===== src/rtl/breadboard_sweeper.sv =====
// Stimulus sequencer for the Breadboard truth-table block: walks {w,x,y,z} through 0..15,
// waits a settle window per vector and reports each sampled f_in. Optional: SWEEP_SIGNATURE_EN.
module breadboard_sweeper #(
  parameter int unsigned SETTLE_CYCLES = 4
) (
  input  logic        clk,
  input  logic        rst_n,
  input  logic        start,
  input  logic        mode,
  input  logic        abort,
  input  logic [9:0]  f_in,
  output logic        w,
  output logic        x,
  output logic        y,
  output logic        z,
  output logic        busy,
  output logic        vec_valid,
  output logic [3:0]  vec_index,
  output logic [9:0]  vec_result,
`ifdef SWEEP_SIGNATURE_EN
  output logic        done,
  output logic [15:0] signature
`else
  output logic        done
`endif
);

  localparam int unsigned CNT_W = 4;
  localparam int unsigned IDX_W = 4;
  localparam int unsigned F_W   = 10;
  localparam logic [CNT_W-1:0] CNT_LAST = CNT_W'(SETTLE_CYCLES - 1);
  localparam logic [IDX_W-1:0] IDX_LAST = '1;

  typedef enum logic [1:0] {
    ST_IDLE,
    ST_SETTLE,
    ST_SAMPLE
  } state_t;

  state_t           state_q, state_d;
  logic [CNT_W-1:0] cnt_q, cnt_d;
  logic [IDX_W-1:0] idx_q, idx_d;
  logic             mode_q, mode_d;
  logic             busy_q, busy_d;
  logic             valid_q, valid_d;
  logic             done_q, done_d;
  logic [IDX_W-1:0] vidx_q, vidx_d;
  logic [F_W-1:0]   vres_q, vres_d;
`ifdef SWEEP_SIGNATURE_EN
  localparam int unsigned SIG_W = 16;
  logic [SIG_W-1:0] sig_q, sig_d;
`endif

  // State and datapath registers
  always_ff @(posedge clk or negedge rst_n) begin
    if (!rst_n) begin
      state_q <= ST_IDLE;
      cnt_q   <= '0;
      idx_q   <= '0;
      mode_q  <= 1'b0;
      busy_q  <= 1'b0;
      valid_q <= 1'b0;
      done_q  <= 1'b0;
      vidx_q  <= '0;
      vres_q  <= '0;
`ifdef SWEEP_SIGNATURE_EN
      sig_q   <= '0;
`endif
    end else begin
      state_q <= state_d;
      cnt_q   <= cnt_d;
      idx_q   <= idx_d;
      mode_q  <= mode_d;
      busy_q  <= busy_d;
      valid_q <= valid_d;
      done_q  <= done_d;
      vidx_q  <= vidx_d;
      vres_q  <= vres_d;
`ifdef SWEEP_SIGNATURE_EN
      sig_q   <= sig_d;
`endif
    end
  end

  // Next-state and next-output logic; abort overrides everything
  always_comb begin
    state_d = state_q;
    cnt_d   = cnt_q;
    idx_d   = idx_q;
    mode_d  = mode_q;
    busy_d  = busy_q;
    valid_d = 1'b0;
    done_d  = 1'b0;
    vidx_d  = vidx_q;
    vres_d  = vres_q;
`ifdef SWEEP_SIGNATURE_EN
    sig_d   = sig_q;
`endif
    if (abort) begin
      state_d = ST_IDLE;
      cnt_d   = '0;
      idx_d   = '0;
      busy_d  = 1'b0;
    end else begin
      case (state_q)
        ST_IDLE: begin
          if (start) begin
            state_d = ST_SETTLE;
            cnt_d   = '0;
            idx_d   = '0;
            mode_d  = mode;
            busy_d  = 1'b1;
`ifdef SWEEP_SIGNATURE_EN
            sig_d   = '0;
`endif
          end
        end
        ST_SETTLE: begin
          cnt_d = cnt_q + CNT_W'(1);
          if (cnt_q == CNT_LAST) begin
            state_d = ST_SAMPLE;
          end
        end
        ST_SAMPLE: begin
          valid_d = 1'b1;
          vidx_d  = idx_q;
          vres_d  = f_in;
          cnt_d   = '0;
`ifdef SWEEP_SIGNATURE_EN
          sig_d   = sig_q + SIG_W'(f_in);
`endif
          if (idx_q != IDX_LAST) begin
            idx_d   = idx_q + IDX_W'(1);
            state_d = ST_SETTLE;
          end else if (!mode_q) begin
            idx_d   = '0;
            done_d  = 1'b1;
            busy_d  = 1'b0;
            state_d = ST_IDLE;
          end else begin
            idx_d   = '0;
            state_d = ST_SETTLE;
          end
        end
        default: begin
          state_d = ST_IDLE;
          idx_d   = '0;
          busy_d  = 1'b0;
        end
      endcase
    end
  end

  // Stimulus comes straight from the index flops; the index is held at 0 while idle
  assign {w, x, y, z} = idx_q;
  assign busy         = busy_q;
  assign vec_valid    = valid_q;
  assign done         = done_q;
  assign vec_index    = vidx_q;
  assign vec_result   = vres_q;
`ifdef SWEEP_SIGNATURE_EN
  assign signature    = sig_q;
`endif

endmodule


===== config.mk =====
export PLATFORM = sky130hd
export DESIGN_NAME = breadboard_sweeper
export DESIGN_NICKNAME = d
export VERILOG_FILES = /design/src/rtl/breadboard_sweeper.sv
export SDC_FILE = /design/constraint.sdc
export NUM_CORES = 1
export LEC_CHECK = 0
export CAP_MARGIN = 15
export CORE_ASPECT_RATIO = 1.25
export CORE_MARGIN = 1.5
export CORE_UTILIZATION = 37
export DETAILED_ROUTE_END_ITERATION = 10
export HOLD_SLACK_MARGIN = 0.05
export PLACE_DENSITY = 0.62
export SLEW_MARGIN = 20
export SYNTH_ARGS = -nofsm -noshare
export SYNTH_HDL_FRONTEND = slang
export SYNTH_SLANG_ARGS = --single-unit

===== constraint.sdc =====
create_clock -name clk -period 1.85 [get_ports clk]
set_clock_uncertainty 0.15 [all_clocks]
set_input_delay 0.185 -clock clk [delete_from_list [all_inputs] [get_ports clk]]
set_output_delay 0.185 -clock clk [all_outputs]
set_load 0.01 [all_outputs]

==> impl_metrics.ini <==
[drt]
antenna_left = 0
first_pass_iters = 4
routed_wl_um = 2590
viasPerCell = 5.09
drc = 0
vias = 1029
drt_iter0_markers = 17
post_drt_wl_per_cell_um = 12.8

[critical_path]
arrival_ps = 1300
critPathSlowestCell = clkdlybuf4s50_1
critPathTopFamily = buffers and inverters
critPathLaunchType = flop
crit_chain = clkdlybuf4s50_1
critPathRequiredTime_ps = 1510
crit_path_max_incr_delay_ps = 570
crit_buf_inv = 1
crit_fanout = 6
worst-setup-path-type = reg2out
worstSetupEndpointType = primary output

[yosys]
synth-adder-area-share_pct = 2.03
avgSynthCellArea_um2 = 9.78
yosys.area_share.xor_xnor_pct = 0
synth_fp_nets = 143
synth_seq_cells = 28
syn_area_um2 = 1230
synthFlopType = dfrtp_1
yosys-mux-area-fraction_pct = 1.73
async_reset_ff_share_pct = 100
synth_edf_count = 0
synth_top_family_by_area = simple AND/OR/NAND/NOR gates
synth_compound_area_share_pct = 8.83
yosysWarnings = 0
syn_inst = 126
yosysSeqAreaShare_pct = 56.9
yosys.area_share.simple_pct = 26.8
synth_cell_types = 39

[timing]
rsz0062_at_grt = no
setup_viol = 0
worst_pin_slew_ps = 370
timing.hold.ws_ps = 137
finalSetupTns_ps = 0
slew_headroom_pct = 75.2
hold_violations = 0
fmax_mhz = 611
drv_slew = 0
min_period_ps = 1640
period_share_pct = 88.4

[final_layout]
layout-drive-gt1-share_pct = 8.48
final_cell_mix = 48 x nand2_1, 35 x clkdlybuf4s50_1, 28 x dfrtp_1, 5 x nor2_1, 5 x buf_4
diodes = 0
layout_commonest_cell = nand2_1
syn_to_final_growth_pct = 39.8
postLayoutCellArea_um2 = 1720
fin_util_pct = 53.9
nets = 183

[status]
status = finished, final reports clean

[global_route]
grt_max_degree = 29
grt_pass1_wl_um = 4220
gr-usage-all-layers_pct = 15.5
grt_overflow = 0
grt_pass1_vias = 999
antenna_found_initial = 0

[floorplanning]
rows = 23
core_um2 = 3190
ios = 36
die-area_um2 = 3690
fp.dieW_um = 54.6
initial_core_util_pct = 38.6
die-height_um = 67.5

[clock_network]
hold_buffers = 0
cts_tree = done
clk_pin_slew_ps = 90
clockBufferDepth = 2
cts_resized = 0
cts_inserted_buffers = 3
cts_max_level = 1
clk_latency_ps = 270
cts_setup_buffers = 0
cts-root-buf = clkbuf_8
cts_sinks = 28

[place]
dpl_cell_area_um2 = 1650
dp_hpwl_um = 1960
port_buffers = 35
gp_congestion = 0.726

[power_and_ir_drop]
p_per_area_nw_per_um2 = 702
max-vdd-ir-drop_uv = 500
p_leak_nw = 0.825

[run]
maxCapViolCount = 0

[worst_hold_path]
worstHoldPathType = in2async
## per-stage QoR
| stage | setup WS [ps] | total power [mW] | instances |
|---|---|---|---|
| final | 214 | 1.21 | 202 |
| after global routing | 156 | 1.26 | 202 |
| after CTS | 195 | 1.23 | 202 |
| after detailed placement | 91.9 | 0.751 | 198 |
| after global placement | 126 | 0.749 | 198 |
| after floorplan | 373 | 0.682 | 126 |
## logic make-up (layout without fill, tap and decap cells)
logic type	count (synthesis)	after routing
AO/OA/AOI/OAI	14	14
buffers and inverters	9	48
flip-flops	28	28
multiplexers	2	2
AND/OR/NAND/NOR	71	71
adder cells (fa/ha/maj)	2	2
## per-layer routing
metal,vias to the layer above,track usage (%),share of wire (%)
met2,25,28.7,53
met1,497,17.3,42
li1,505,-,-
met3,2,1.99,4.4
met5,-,0,0
met4,0,5.63,0.43
## cell type report
type                       count  area (um^2)
clock buffer                   3         41.3
clock inverter                 1         30.0
fill                         323         1470
inverter                       3         11.3
multi-input combinational     89          485
sequential                    28          701
tap                           37         46.3
timing repair buffer          41          408
## cells in the mapped netlist, types with 2 or more instances
library cell,instances,area [um^2]
clkbuf_1,3,11.3
a221oi_1,2,17.5
nor2_1,5,18.8
nand3_1,2,10.0
dfrtp_1,28,701
nand2_1,48,180
inv_1,2,7.51
ha_1,2,25.0
nor3_1,3,15.0
nor2b_1,2,12.5
## flip-flops by register name, summed over array words and instances (netlist names)
signal	cells
mode_q	1
done	1
state_q	2
vec_valid	1
busy	1
cnt_q	4
idx_q	4
vec_index	4
vec_result	10
## final timing paths
check                      depth (start not counted)        from  slack [ps]       endpoint
setup / recovery                                   1    idx_q[2]         210              x
hold reg to reg                                    1      mode_q         330           done
hold / removal                                     2       rst_n         140  vec_result[4]
setup reg to reg                                   4  state_q[1]         220       idx_q[3]
min in group clk                                   3     f_in[6]         290  vec_result[6]
max in group asynchronous                          2       rst_n        1150       idx_q[2]
## power breakdown
| part | switching (mW) | internal (mW) | leakage [nW] |
|---|---|---|---|
| combinational | 0.0437 | 0.0564 | 0.405 |
| sequential | 0.0114 | 0.625 | 0.385 |
| clock | 0.184 | 0.289 | 0.0357 |
| total | 0.239 | 0.971 | 0.825 |
Note: power is estimated with default switching activity, not from simulation.
